[src/rtl/matmul_apb_pkg.sv]
// Shared types and default widths for the matmul APB master engine.
// Holds the FSM state encoding and the default command record.
package matmul_apb_pkg;

  localparam int APB_DATA_W  = 16;
  localparam int APB_BUS_W   = 32;
  localparam int APB_ADDR_W  = 16;
  localparam int APB_STRB_W  = APB_BUS_W / 8;
  localparam int APB_DEPTH   = 4;
  localparam int APB_TIMEOUT = 16;

  typedef enum logic [1:0] {
    IDLE   = 2'd0,
    SETUP  = 2'd1,
    ACCESS = 2'd2,
    RESP   = 2'd3
  } apb_state_e;

  typedef struct packed {
    logic                  write;
    logic [APB_ADDR_W-1:0] addr;
    logic [APB_BUS_W-1:0]  wdata;
    logic [APB_STRB_W-1:0] strb;
  } apb_cmd_t;

endpackage

[src/rtl/matmul_apb_cmd_fifo.sv]
// Command queue for the APB master: DEPTH entries of a packed command type.
// Registered read side only, so a pushed entry is visible the following cycle.
module matmul_apb_cmd_fifo
  import matmul_apb_pkg::*;
#(
  parameter int  DEPTH = APB_DEPTH,
  parameter type T     = apb_cmd_t
) (
  input  logic                     clk,
  input  logic                     rst,
  input  logic                     push,
  input  T                         din,
  input  logic                     pop,
  output T                         dout,
  output logic                     full,
  output logic                     empty,
  output logic [$clog2(DEPTH):0]   count
);

  localparam int PW = $clog2(DEPTH);

  T              mem_r [DEPTH];
  logic [PW-1:0] wr_ptr_r;
  logic [PW-1:0] rd_ptr_r;
  logic [PW:0]   count_r;
  logic          push_ok_s;
  logic          pop_ok_s;

  assign full      = (count_r == (PW+1)'(DEPTH));
  assign empty     = (count_r == {(PW+1){1'b0}});
  assign count     = count_r;
  assign dout      = mem_r[rd_ptr_r];
  assign push_ok_s = push & ~full;
  assign pop_ok_s  = pop & ~empty;

  // storage array; contents are don't-care until pointed at by a valid count
  always_ff @(posedge clk) begin
    if (push_ok_s) mem_r[wr_ptr_r] <= din;
  end

  // pointers wrap naturally because DEPTH is a power of two
  always_ff @(posedge clk or posedge rst) begin
    if (rst) begin
      wr_ptr_r <= {PW{1'b0}};
      rd_ptr_r <= {PW{1'b0}};
      count_r  <= {(PW+1){1'b0}};
    end else begin
      if (push_ok_s) wr_ptr_r <= wr_ptr_r + PW'(1);
      if (pop_ok_s)  rd_ptr_r <= rd_ptr_r + PW'(1);
      case ({push_ok_s, pop_ok_s})
        2'b10:   count_r <= count_r + (PW+1)'(1);
        2'b01:   count_r <= count_r - (PW+1)'(1);
        default: count_r <= count_r;
      endcase
    end
  end

endmodule

[src/rtl/matmul_apb_master.sv]
// APB master engine: queues write/read commands, runs SETUP/ACCESS with a
// wait-state timeout and returns one response per command.
module matmul_apb_master
  import matmul_apb_pkg::*;
#(
  parameter int DATA_WIDTH     = APB_DATA_W,
  parameter int BUS_WIDTH      = APB_BUS_W,
  parameter int ADDR_WIDTH     = APB_ADDR_W,
  parameter int STRB_WIDTH     = BUS_WIDTH / 8,
  parameter int CMD_DEPTH      = APB_DEPTH,
  parameter int TIMEOUT_CYCLES = APB_TIMEOUT
) (
  input  logic                  clk,
  input  logic                  rst,
  input  logic                  cmd_valid,
  output logic                  cmd_ready,
  input  logic                  cmd_write,
  input  logic [ADDR_WIDTH-1:0] cmd_addr,
  input  logic [BUS_WIDTH-1:0]  cmd_wdata,
  input  logic [STRB_WIDTH-1:0] cmd_strb,
  output logic                  rsp_valid,
  input  logic                  rsp_ready,
  output logic [BUS_WIDTH-1:0]  rsp_rdata,
  output logic                  rsp_err,
  output logic                  rsp_timeout,
  output logic                  busy,
  output logic                  psel,
  output logic                  penable,
  output logic                  pwrite,
  output logic [ADDR_WIDTH-1:0] paddr,
  output logic [BUS_WIDTH-1:0]  pwdata,
  output logic [STRB_WIDTH-1:0] pstrb,
  input  logic [BUS_WIDTH-1:0]  prdata,
  input  logic                  pready,
  input  logic                  pslverr
);

  localparam int CNT_W = $clog2(TIMEOUT_CYCLES);

  if ((BUS_WIDTH % 8) != 0 || STRB_WIDTH != BUS_WIDTH / 8 || DATA_WIDTH > BUS_WIDTH ||
      TIMEOUT_CYCLES < 2 || CMD_DEPTH < 2 || (CMD_DEPTH & (CMD_DEPTH - 1)) != 0) begin : g_param_check
    $error("matmul_apb_master: illegal parameter set");
  end

  typedef struct packed {
    logic                  write;
    logic [ADDR_WIDTH-1:0] addr;
    logic [BUS_WIDTH-1:0]  wdata;
    logic [STRB_WIDTH-1:0] strb;
  } cmd_t;

  apb_state_e               state_r, state_nx_s;
  logic [CNT_W-1:0]         wait_cnt_r;
  logic                     pop_s, cap_s, tmo_s;
  logic                     full_s, empty_s;
  logic [$clog2(CMD_DEPTH):0] count_s;
  cmd_t                     cmd_in_s, fifo_out_s;

  logic                     psel_r, penable_r, pwrite_r;
  logic [ADDR_WIDTH-1:0]    paddr_r;
  logic [BUS_WIDTH-1:0]     pwdata_r;
  logic [STRB_WIDTH-1:0]    pstrb_r;
  logic                     rsp_valid_r, rsp_err_r, rsp_timeout_r;
  logic [BUS_WIDTH-1:0]     rsp_rdata_r;

  // reads never carry byte strobes onto the bus
  assign cmd_in_s = '{write: cmd_write, addr: cmd_addr, wdata: cmd_wdata,
                      strb: cmd_write ? cmd_strb : {STRB_WIDTH{1'b0}}};

  matmul_apb_cmd_fifo #(.DEPTH(CMD_DEPTH), .T(cmd_t)) u_cmd_fifo (
    .clk   (clk),
    .rst   (rst),
    .push  (cmd_valid),
    .din   (cmd_in_s),
    .pop   (pop_s),
    .dout  (fifo_out_s),
    .full  (full_s),
    .empty (empty_s),
    .count (count_s)
  );

  assign cmd_ready   = ~full_s;
  assign busy        = (state_r != IDLE) || (count_s != '0);
  assign psel        = psel_r;
  assign penable     = penable_r;
  assign pwrite      = pwrite_r;
  assign paddr       = paddr_r;
  assign pwdata      = pwdata_r;
  assign pstrb       = pstrb_r;
  assign rsp_valid   = rsp_valid_r;
  assign rsp_rdata   = rsp_rdata_r;
  assign rsp_err     = rsp_err_r;
  assign rsp_timeout = rsp_timeout_r;

  // next-state decode, FIFO pop and ACCESS completion strobes
  always_comb begin
    state_nx_s = state_r;
    pop_s      = 1'b0;
    cap_s      = 1'b0;
    tmo_s      = 1'b0;
    case (state_r)
      IDLE: begin
        if (!empty_s) begin
          pop_s      = 1'b1;
          state_nx_s = SETUP;
        end else begin
          state_nx_s = IDLE;
        end
      end
      SETUP: state_nx_s = ACCESS;
      ACCESS: begin
        if (pready) begin
          cap_s      = 1'b1;
          state_nx_s = RESP;
        end else if (wait_cnt_r == CNT_W'(TIMEOUT_CYCLES - 1)) begin
          tmo_s      = 1'b1;
          state_nx_s = RESP;
        end else begin
          state_nx_s = ACCESS;
        end
      end
      RESP: begin
        if (rsp_ready && !empty_s) begin
          pop_s      = 1'b1;
          state_nx_s = SETUP;
        end else if (rsp_ready) begin
          state_nx_s = IDLE;
        end else begin
          state_nx_s = RESP;
        end
      end
      default: state_nx_s = IDLE;
    endcase
  end

  // state register and ACCESS wait counter
  always_ff @(posedge clk or posedge rst) begin
    if (rst) begin
      state_r    <= IDLE;
      wait_cnt_r <= {CNT_W{1'b0}};
    end else begin
      state_r    <= state_nx_s;
      wait_cnt_r <= (state_r == ACCESS) ? wait_cnt_r + CNT_W'(1) : {CNT_W{1'b0}};
    end
  end

  // APB outputs double as the holding registers for the popped command
  always_ff @(posedge clk or posedge rst) begin
    if (rst) begin
      psel_r    <= 1'b0;
      penable_r <= 1'b0;
      pwrite_r  <= 1'b0;
      paddr_r   <= {ADDR_WIDTH{1'b0}};
      pwdata_r  <= {BUS_WIDTH{1'b0}};
      pstrb_r   <= {STRB_WIDTH{1'b0}};
    end else if (pop_s) begin
      psel_r    <= 1'b1;
      penable_r <= 1'b0;
      pwrite_r  <= fifo_out_s.write;
      paddr_r   <= fifo_out_s.addr;
      pwdata_r  <= fifo_out_s.wdata;
      pstrb_r   <= fifo_out_s.strb;
    end else if (state_r == SETUP) begin
      penable_r <= 1'b1;
    end else if (cap_s || tmo_s) begin
      psel_r    <= 1'b0;
      penable_r <= 1'b0;
      pwrite_r  <= 1'b0;
      paddr_r   <= {ADDR_WIDTH{1'b0}};
      pwdata_r  <= {BUS_WIDTH{1'b0}};
      pstrb_r   <= {STRB_WIDTH{1'b0}};
    end
  end

  // response capture; fields stay put until the next transfer completes
  always_ff @(posedge clk or posedge rst) begin
    if (rst) begin
      rsp_valid_r   <= 1'b0;
      rsp_err_r     <= 1'b0;
      rsp_timeout_r <= 1'b0;
      rsp_rdata_r   <= {BUS_WIDTH{1'b0}};
    end else if (cap_s || tmo_s) begin
      rsp_valid_r   <= 1'b1;
      rsp_err_r     <= tmo_s ? 1'b1 : pslverr;
      rsp_timeout_r <= tmo_s;
      rsp_rdata_r   <= (cap_s && !pwrite_r) ? prdata : {BUS_WIDTH{1'b0}};
    end else if (state_r == RESP && rsp_ready) begin
      rsp_valid_r   <= 1'b0;
    end
  end

endmodule

[config.mk]
export PLATFORM = sky130hd
export DESIGN_NAME = matmul_apb_master
export DESIGN_NICKNAME = d
export VERILOG_FILES = /design/src/rtl/matmul_apb_pkg.sv /design/src/rtl/matmul_apb_cmd_fifo.sv /design/src/rtl/matmul_apb_master.sv
export SDC_FILE = /design/constraint.sdc
export NUM_CORES = 1
export LEC_CHECK = 0
export CORE_MARGIN = 2
export CORE_UTILIZATION = 35
export DETAILED_ROUTE_END_ITERATION = 7
export SLEW_MARGIN = 20
export SYNTH_ARGS = -nofsm -noshare
export SYNTH_HDL_FRONTEND = slang
export SYNTH_SLANG_ARGS = --single-unit
[constraint.sdc]
create_clock -name clk -period 3.8 [get_ports clk]
set_input_delay 0.95 -clock clk [delete_from_list [all_inputs] [get_ports clk]]
set_output_delay 0.95 -clock clk [all_outputs]
set_load 0.1 [all_outputs]
== After elaboration in Yosys (flattened, before gate mapping) ==
Memories as Yosys holds them, arrays and structs flattened.
Cells that the tools add are included.
W data, S select, Z words.

* Add/sub/neg operators: 5
* Equality and inequality tests: 8
* Mux-type cells: 38
* Bitwise logic cells: 4
* Reduce and logical (&&, ||, !) cells: 16

{| class="wikitable"
|+ Operators with widths
! operator !! number
|-
| $mux W32 || 4
|-
| $mux W16 || 3
|-
| $mux W1 || 21
|-
| $mux W4 || 5
|-
| $pmux W2 S4 || 1
|-
| $reduce_bool A2 Y1 || 4
|-
| $eq A2 B2 Y1 const B || 3
|-
| $pmux W3 S2 || 1
|-
| $reduce_bool A3 Y1 || 2
|-
| $add A2 B1 Y2 const B || 2
|-
| $add A4 B1 Y4 const B || 1
|-
| $eq A2 B1 Y1 const B || 2
|-
| $eq A4 B4 Y1 const B || 1
|-
| $mux W2 || 2
|-
| $add A3 B1 Y3 const B || 1
|-
| $eq A3 B3 Y1 const B || 1
|-
| $logic_and A1 B1 Y1 || 3
|-
| $logic_not A3 Y1 || 1
|-
| $sub A3 B1 Y3 const B || 1
|-
| $and A1 B1 Y1 || 2
|-
| $logic_not A1 Y1 || 2
|-
| $logic_not A2 Y1 || 1
|-
| $logic_or A1 B1 Y1 || 2
|-
| $ne A2 B1 Y1 const B || 1
|-
| other kinds (3) || 4
|}

* Flip-flop bits (word level): 103
* RAM bits: 212
* Input bits: 91
* Output and inout bits: 92
* Memories: 1

{| class="wikitable"
|+ Memory list
! memory !! words !! bits a word !! read ports !! clocked after memory_dff !! wr ports !! RTL line !! text
|-
| u_cmd_fifo.mem_r || 4 || 53 || 1 || 0 || 1 || matmul_apb_cmd_fifo.sv:22 || <nowiki>T mem_r [DEPTH];</nowiki>
|}

== Longest topological paths before layout ==
Gate-level depths: netlist (run 1).

* Depth after elaboration: 8
* Mapped depth: 9
* Depth with buffers taken out: 9

== Hierarchy ==
From an unflattened synthesis (run 1), not the netlist that was laid out.

* Cell total of the unflattened synthesis: 626
* Area total of the unflattened synthesis: 12080.3 µm²

{| class="wikitable"
|+ By module, submodules not included
! module !! times used !! cells an instance !! area each (µm²)
|-
| matmul_apb_cmd_fifo || 1 || 315 || 8145.3
|-
| matmul_apb_master || 1 || 311 || 3935.0
|}

== Worst setup path before layout (run 1) ==
No wires, ideal clock.

* Path type: register to register
* Start point: register u_cmd_fifo.count_r[0], in the netlist u_cmd_fifo.count[0]
* End point: memory u_cmd_fifo.mem_r[0][0] (netlist bit), enable pin
* Arrival time: 2.626 ns
* Required time: 3.384 ns
* Setup slack: 0.758 ns
* Cell stages (with the launch flop): 4
* Buffers on the path: 0
* Clock period less this slack: 3.042 ns
* Path through: dfrtp_1 nor2_1 nand2_1 and3_1

* Longest elaborated chain between the ends: 5

{| class="wikitable"
|+ Ends and longest elaborated chain
! item !! RTL line !! text
|-
| start, declared || matmul_apb_cmd_fifo.sv:25 || <nowiki>logic [PW:0] count_r;</nowiki>
|-
| start signal, assigned || matmul_apb_cmd_fifo.sv:46 || <nowiki>count_r <= {(PW+1){1'b0}};</nowiki>
|-
| start signal, assigned || matmul_apb_cmd_fifo.sv:51 || <nowiki>2'b10: count_r <= count_r + (PW+1)'(1);</nowiki>
|-
| start signal, assigned || matmul_apb_cmd_fifo.sv:52 || <nowiki>2'b01: count_r <= count_r - (PW+1)'(1);</nowiki>
|-
| $eq A3 B3 Y1 || matmul_apb_cmd_fifo.sv:29 || <nowiki>assign full = (count_r == (PW+1)'(DEPTH));</nowiki>
|-
| $not A1 Y1 || - ||
|-
| via cmd_ready || matmul_apb_master.sv:16 || <nowiki>output logic cmd_ready,</nowiki>
|-
| $and A1 B1 Y1 || matmul_apb_cmd_fifo.sv:33 || <nowiki>assign push_ok_s = push & ~full;</nowiki>
|-
| $mux W1 || matmul_apb_cmd_fifo.sv:38 || <nowiki>if (push_ok_s) mem_r[wr_ptr_r] <= din;</nowiki>
|-
| $mux W1 (not written as such) || matmul_apb_cmd_fifo.sv:38 ||
|-
| end, declared || matmul_apb_cmd_fifo.sv:22 ||
|}

The timed path passes the listed nets, and every way through them passes these cells.

== Worst setup path in the final report (run 1) ==
* Start point: register pwrite_r, in the netlist pwrite
* End point: output port pwrite

{| class="wikitable"
|+ RTL lines
! item !! RTL line !! text
|-
| start, declared || matmul_apb_master.sv:59 || <nowiki>logic psel_r, penable_r, pwrite_r;</nowiki>
|-
| start signal, assigned || matmul_apb_master.sv:159 || <nowiki>pwrite_r <= fifo_out_s.write;</nowiki>
|-
| end, declared || matmul_apb_master.sv:29 || <nowiki>output logic pwrite,</nowiki>
|}

No word-level cell between the ends.

==> impl_metrics.json, run 1 <==
{
  "vias": 5969,
  "drt_iter0_drc": 320,
  "synth.avg_cell_area_um2": 20.82,
  "cts_resized": 0,
  "antenna_found_initial": 0,
  "fillers": 2870,
  "clk_pin_slew_worst_paths_ns": 0.06,
  "ys_ff_latch": 315,
  "initial_core_util_pct": 35.57,
  "clock_latency_ns": 0.50,
  "clockBufferDepth": 3,
  "arrival_ns": 2.09,
  "crit_chain": "clkdlybuf4s50_1",
  "cts_tree": "done",
  "drc": 0,
  "ios": 183,
  "ant_nets": 0,
  "post-place-cells": 1166,
  "viasPerCell": 4.861,
  "cp_top_family": "buffers and inverters",
  "finalMaxSlewViolations": 0,
  "critical_path_buf_inv_count": 1,
  "ys_async_sr_fraction_pct": 32.70,
  "dieArea_mm2": 0.03454,
  "maxCapViolCount": 0,
  "setup_ws_ns": 0.7613,
  "min_path_type": "reg -> reg",
  "fin_skew_ns": 0.02329,
  "rows": 66,
  "worstMarginPinSlew_ns": 1.005,
  "area_growth_pct": 29.94,
  "hold_violations": 0,
  "dpl.hpwl_um": 14570,
  "fin_setup_tns_ns": 0,
  "grt_pass1_vias": 6260,
  "yosysWarnings": 0,
  "register_area_mm2": 0.008949,
  "root_buffer": "clkbuf_16",
  "crit_start": "pwrite",
  "synth_flop_cell": "edfxtp_1",
  "fin_crit_sh_pct": 79.97,
  "slowest_delay_ns": 1.17,
  "synth.largest_area_cell": "edfxtp_1",
  "cts_buffers": 35,
  "crit_path_end_kind": "output pin",
  "start_kind": "flip-flop",
  "outcome": "finished, final reports clean",
  "syn-cell-area_mm2": 0.01157,
  "overflow": 0,
  "htree_levels": 2,
  "setup_viol": 0,
  "syn_inst": 556,
  "critPathMaxFanout": 3,
  "drive_gt1_share_pct": 16.41,
  "synth_edf_count": 212,
  "netlist-cell-type-count": 31,
  "dp_slack_ns": 0.6016,
  "first_pass_iters": 4,
  "timing.slew.headroom_pct": 32.78,
  "min_from": "wait_cnt_r[0]",
  "fmaxAchievable_mhz": 329.1,
  "netlist_top_cells_area": "edfxtp_1 55%, dfrtp_1 22%, mux4_2 10%, a22o_1 6.4%, ha_1 1.2%",
  "netlist.area_leader.share_pct": 55.01,
  "coreArea_mm2": 0.03254,
  "cp.required_ns": 2.85,
  "die_y_um": 185.8,
  "ys_seq_area_share_pct": 77.28,
  "finish.net_count": 864,
  "antennaDiodeCount": 0,
  "critPathKind": "reg -> out",
  "drt-total-wl_um": 24240,
  "grtUsageTotal_pct": 14.09,
  "cp_slowest_cell": "clkdlybuf4s50_1",
  "final_util_pct": 46.22,
  "rsz0062_at_grt": "false",
  "cts_setup_buffers": 0,
  "portBuffers": 182,
  "cts.sinks": 315,
  "postCtsHoldBufs": 0,
  "layout_min_cycle_time_ns": 3.039,
  "grt_max_degree": 55,
  "die_width_um": 185.8,
  "grt_pass1_wl_um": 36780,
  "multiInputGateArea_mm2": 0.002479,
  "syn-num-nets": 659,
  "r2r-start": "state_r[1]",
  "fin_cells": 1228,
  "gp_congestion": 0.6840,
  "post_drt_wl_per_cell_um": 19.74
}
==> kinds of logic after synthesis <==
family          after synthesis  share of synthesized area [%]
xor+xnor                      8                         0.6054
flops                       315                          77.28
mux                          55                          10.51
buf+inv                      36                          1.589
fa+ha+maj                    12                          1.362
simple gates                 33                          1.622
compound gates               97                          7.038
==> through the flow <==
step                      hold WS [ns]  cell area (um2)
after floorplan                 0.4316            11570
after global placement          0.4505            13980
after detailed placement        0.4547            13980
after CTS                       0.4642            15040
after global routing            0.5045            15040
final                           0.4607            15040
==> routing by layer <==
metal	track usage, %	share of wire, %	vias to the layer above
met3	3.815	7.1	40
met1	18.57	44	3083
met5	0	0	-
met4	3.717	1.8	0
met2	23.12	47	186
li1	-	-	2660
==> worst paths after layout <==
path / to / slack [ns] / depth (start not counted)
max: pwrite / 0.76 / 1
min: wait_cnt_r[0] / 0.46 / 1
max reg2reg: u_cmd_fifo.count[1] / 1.37 / 6
min reg2reg: wait_cnt_r[0] / 0.46 / 1
max in group asynchronous: pwdata[24] / 2.16 / 3
min in group asynchronous: rsp_rdata[31] / 0.88 / 2
==> placed cells by master, fill, tap and decap left out, types with 2 or more instances in the layout <==
| cell type | count |
|---|---|
| nand2_1 | 10 |
| xor2_1 | 3 |
| buf_12 | 4 |
| buf_4 | 17 |
| clkinv_2 | 3 |
| a21oi_1 | 4 |
| and2_1 | 7 |
| a22o_1 | 85 |
| edfxtp_1 | 212 |
| and3_4 | 4 |
| nor2_1 | 3 |
| mux4_2 | 53 |
| clkbuf_1 | 15 |
| ha_1 | 11 |
| inv_1 | 5 |
| nor2b_1 | 2 |
| clkinv_1 | 5 |
| clkbuf_16 | 37 |
| o21ai_0 | 3 |
| clkdlybuf4s50_1 | 177 |
| dfrtp_1 | 101 |
| xnor2_1 | 5 |
==> sequential cells by signal, summed over array words and instances, names as in the netlist, 2 cells and up <==
register             cells
state_r                  2
u_cmd_fifo.wr_ptr_r      2
u_cmd_fifo.rd_ptr_r      2
pstrb                    4
u_cmd_fifo.mem_r       212
u_cmd_fifo.count         3
pwdata                  32
paddr                   16
rsp_rdata               32
wait_cnt_r               4
==> Yosys cell counts (2+ instances only) <==
cell	n
edfxtp_1	212
dfrtp_1	103
a22o_1	85
mux4_2	53
clkbuf_1	18
ha_1	11
nand2_1	10
and2_1	7
buf_2	6
inv_1	6
and3_1	5
buf_6	5
xnor2_1	5
a21oi_1	4
nor2_1	4
o21ai_0	3
xor2_1	3
nor2b_1	2
o21ai_1	2
==> cell type report <==
class / instances / area share, %
clock buffer: 52 / 6.531
clock inverter: 10 / 0.4742
inverter: 6 / 0.1664
tap: 442 / 3.678
timing repair buffer: 198 / 13.16
multi-input combinational: 205 / 16.48
sequential: 315 / 59.51
Power of run 1 is left out: the tool's default activity adds up to more than one toggle a clock period on the data nets, which glitch-free logic cannot reach.
==> run 2: changes to the inputs <==
==> constraint.sdc (replaced) <==
create_clock -name clk -period 2.6 [get_ports clk]
set_input_delay 0.65 -clock clk [delete_from_list [all_inputs] [get_ports clk]]
set_output_delay 0.65 -clock clk [all_outputs]
set_load 0.1 [all_outputs]
==> run 2 against run 1 <==
Effect of this change:
- cell count increased by 0.41%
- register-to-register slack lost 0.96 ns
- first-iteration DRC count down 24%
- non-clock buffer count grew 4
- routed wire length is 3.0% higher
- sequential cell count did not move
- clock skew down 0.012 ns
- worst setup slack got worse by 0.53 ns
- critical path depth rose by 3
- design area shrank 0.34%
- clock-buffer cell count is 2 lower
- via count is 0.84% higher
- highest routed layer is now met5
==> impl_metrics.json, run 2 (synthesis gave the netlist of run 1 again) <==
{
  "fin_crit_sh_pct": 91.04,
  "setup_viol": 0,
  "layout_min_cycle_time_ns": 2.367,
  "fmaxAchievable_mhz": 422.5,
  "critPathMaxFanout": 4,
  "regMostFlops": "u_cmd_fifo.mem_r",
  "fin_setup_tns_ns": 0,
  "grt_pass1_wl_um": 37180,
  "overflow": 0,
  "dp_slack_ns": -0.05883,
  "clockBufferDepth": 3,
  "fin_skew_ns": 0.01091,
  "grt_pass1_vias": 6255,
  "grt_max_degree": 55,
  "postCtsHoldBufs": 0,
  "cp.required_ns": 1.95,
  "register_area_mm2": 0.008949,
  "mostFrequentLayoutCells": "212 x edfxtp_1, 104 x buf_4, 101 x dfrtp_1",
  "critPathKind": "reg -> out",
  "area_growth_pct": 29.49,
  "arrival_ns": 1.72,
  "clk_pin_slew_worst_paths_ns": 0.05,
  "worstMarginPinSlew_ns": 0.8731,
  "vias": 6019,
  "start_kind": "flip-flop",
  "largest_register_ffs": 212,
  "finish.net_count": 868,
  "ant_nets": 0,
  "ios": 183,
  "portBuffers": 182,
  "clock_latency_ns": 0.50,
  "rsz0062_at_grt": "false",
  "cts_resized": 0,
  "antenna_found_initial": 1,
  "dpl.hpwl_um": 14470,
  "first_pass_iters": 4,
  "viasPerCell": 4.882,
  "die_width_um": 185.8,
  "htree_levels": 2,
  "min_path_type": "reg -> reg",
  "rows": 66,
  "crit_path_end_kind": "output pin",
  "hold-worst-slack_ns": 0.4670,
  "drc": 0,
  "grtUsageTotal_pct": 14.36,
  "root_buffer": "clkbuf_16",
  "initial_core_util_pct": 35.57,
  "drt_iter0_drc": 244,
  "dieArea_mm2": 0.03454,
  "cts_buffers": 35,
  "drt-total-wl_um": 24970,
  "finalMaxSlewViolations": 0,
  "cts_tree": "done",
  "multiInputGateArea_mm2": 0.002479,
  "post_drt_wl_per_cell_um": 20.25,
  "fillers": 2818,
  "hold_violations": 0,
  "gp_congestion": 0.6867,
  "coreArea_mm2": 0.03254,
  "maxCapViolCount": 0,
  "antennaDiodeCount": 0,
  "die_y_um": 185.8,
  "cts_setup_buffers": 0,
  "outcome": "finished, final reports clean",
  "post-place-cells": 1170,
  "drive_gt1_share_pct": 29.71,
  "cts.sinks": 315,
  "setup_ws_ns": 0.2329,
  "final_common_cell": "edfxtp_1",
  "timing.slew.headroom_pct": 41.79,
  "fin_cells": 1233
}
[run 2: worst paths after layout]
| path | from | cells after the start | endpoint | slack (ns) |
|---|---|---|---|---|
| setup reg to reg | state_r[1] | 7 | pwdata[21] | 0.41 |
| max in group asynchronous | rst | 3 | paddr[6] | 1.49 |
| setup / recovery | u_cmd_fifo.count[0] | 4 | busy | 0.23 |
| hold / removal | wait_cnt_r[0] | 1 | wait_cnt_r[0] | 0.47 |
| min in group asynchronous | rst | 2 | pstrb[0] | 0.55 |
| hold reg to reg | wait_cnt_r[0] | 1 | wait_cnt_r[0] | 0.47 |
[run 2: cell type report]
cell class	instances	area share, %
clock buffers	50	6.971
clock inverters	13	0.6261
inverters	6	0.1753
multi-input cells	205	16.54
flip-flops and latches	315	59.71
well taps	442	3.690
repair buffers	202	12.29
[run 2: per-layer routing]
layer	up-vias	share of wire, %	track usage (%)
met2	196	47	23.55
met5	-	0.036	0
li1	2668	-	-
met3	35	7.4	3.894
met4	2	1.4	3.307
met1	3118	44	19.14
[run 2: metrics by stage]
step / utilization [%] / instance area (um2)
after floorplan: - / 11580
after global placement: 42.56 / 13850
after detailed placement: 42.56 / 13850
after CTS: 46.06 / 14990
after global routing: 46.06 / 14990
final: 46.06 / 14990
[run 2: critical path, cell delays in order (launching register included)]
cell,delay [ns]
dfrtp_1,0.44
nor3_2,0.32
buf_4,0.18
nand2_1,0.06
buf_4,0.23
Power of run 2 is left out for the same reason.
==> run 3: changes to the inputs <==
--- a/config.mk
+++ b/config.mk
@@ -8,6 +8,7 @@
 export CORE_MARGIN = 2
 export CORE_UTILIZATION = 35
 export DETAILED_ROUTE_END_ITERATION = 7
+export PLACE_DENSITY_LB_ADDON = 0.25
 export SLEW_MARGIN = 20
 export SYNTH_ARGS = -nofsm -noshare
 export SYNTH_HDL_FRONTEND = slang
==> run 3 against run 2 <==
Effect of this change:
- highest routed layer is now met4
- critical endpoint unchanged
- sequential share of layout area about the same
- design area about the same
- core utilization about the same
- register-to-register slack better by 0.05 ns
- clock skew up 0.0037 ns
- cell count up 0.16%
- sequential cell count unchanged
- via count down 0.35%
==> impl_metrics.json, run 3 (synthesis gave the netlist of run 1 again) <==
{
  "critPathKind": "reg -> out",
  "fillers": 2779,
  "fin_setup_tns_ns": 0,
  "critPathMaxFanout": 5,
  "drt-total-wl_um": 24760,
  "first_pass_iters": 4,
  "cp.required_ns": 1.95,
  "final_common_cell": "edfxtp_1",
  "fin_crit_sh_pct": 85.78,
  "final_area_mm2": 0.01500,
  "hold_violations": 0,
  "grt_pass1_vias": 6450,
  "cts_tree": "done",
  "layout_min_cycle_time_ns": 2.230,
  "regMostFlops": "u_cmd_fifo.mem_r",
  "setup_viol": 0,
  "viasPerCell": 4.857,
  "clk_pin_slew_worst_paths_ns": 0.06,
  "largest_register_ffs": 212,
  "post_drt_wl_per_cell_um": 20.05,
  "finalMaxSlewViolations": 0,
  "maxCapViolCount": 0,
  "rsz0062_at_grt": "false",
  "grtUsageTotal_pct": 14.22,
  "post-place-cells": 1172,
  "hold-worst-slack_ns": 0.4744,
  "portBuffers": 182,
  "register_area_mm2": 0.008949,
  "antenna_found_initial": 0,
  "dpl.hpwl_um": 15020,
  "ant_nets": 0,
  "min_path_type": "reg -> reg",
  "crit_start": "u_cmd_fifo.count[0]",
  "ios": 183,
  "postCtsHoldBufs": 0,
  "rows": 66,
  "min_from": "wait_cnt_r[0]",
  "die_y_um": 185.8,
  "die_width_um": 185.8,
  "initial_core_util_pct": 35.57,
  "start_kind": "flip-flop",
  "root_buffer": "clkbuf_16",
  "grt_pass1_wl_um": 37140,
  "drc": 0,
  "post_dp_cell_area_mm2": 0.01384,
  "fin_cells": 1235,
  "cts_buffers": 35,
  "multiInputGateArea_mm2": 0.002457,
  "r2r-start": "state_r[0]",
  "arrival_ns": 1.58,
  "clock_latency_ns": 0.50,
  "cts_setup_buffers": 0,
  "clockBufferDepth": 3,
  "drt_iter0_drc": 329,
  "r2r_setup_slack_ns": 0.46,
  "timing.slew.headroom_pct": 57.86,
  "gp_congestion": 0.7570,
  "grt_max_degree": 104,
  "coreArea_mm2": 0.03254,
  "dieArea_mm2": 0.03454,
  "finish.net_count": 870,
  "mostFrequentLayoutCells": "212 x edfxtp_1, 106 x buf_4, 101 x dfrtp_1",
  "cts.sinks": 315,
  "cts_resized": 0,
  "antennaDiodeCount": 0,
  "overflow": 0,
  "crit_path_end_kind": "output pin",
  "htree_levels": 2,
  "outcome": "finished, final reports clean",
  "area_growth_pct": 29.60,
  "vias": 5998,
  "fin_skew_ns": 0.01458,
  "drive_gt1_share_pct": 29.38,
  "fmaxAchievable_mhz": 448.4,
  "worstMarginPinSlew_ns": 0.6321
}
-- run 3: layout make-up --
type,count,share of cell area (%)
inverters,6,0.1752
multi-input cells,205,16.38
repair buffers,204,12.38
clock inverters,11,0.7591
flip-flops and latches,315,59.66
clock buffers,52,6.957
well taps,442,3.687
-- run 3: critical path, stage by stage (launching register included) --
cell	delay, ns
dfrtp_1	0.45
nor3_2	0.17
buf_4	0.16
nand2_1	0.07
buf_4	0.24
-- run 3: metrics by stage --
| stage | utilization, % | worst slack (ns) |
|---|---|---|
| 5_1_grt | 46.10 | 0.2811 |
| 3_3_place_gp | 42.54 | 0.05207 |
| 4_1_cts | 46.10 | 0.3250 |
| 2_1_floorplan | - | 0.07107 |
| 3_5_place_dp | 42.54 | 0.04261 |
| 6_report | 46.10 | 0.3698 |
-- run 3: worst paths after layout --
check	endpoint	cells past startpoint
min in group asynchronous	rsp_rdata[18]	3
max in group asynchronous	u_cmd_fifo.rd_ptr_r[0]	3
max	busy	4
min reg2reg	wait_cnt_r[0]	1
max reg2reg	u_cmd_fifo.count[1]	6
min	wait_cnt_r[0]	1
-- run 3: metal layers --
layer / GRT usage, % / share of wire [%] / vias to the layer above
met2: 24.97 / 50 / 187
met4: 3.528 / 1.8 / 0
met1: 17.42 / 41 / 3104
li1: - / - / 2672
met5: 0 / 0 / -
met3: 3.854 / 7.2 / 35
Power of run 3 is left out for the same reason.
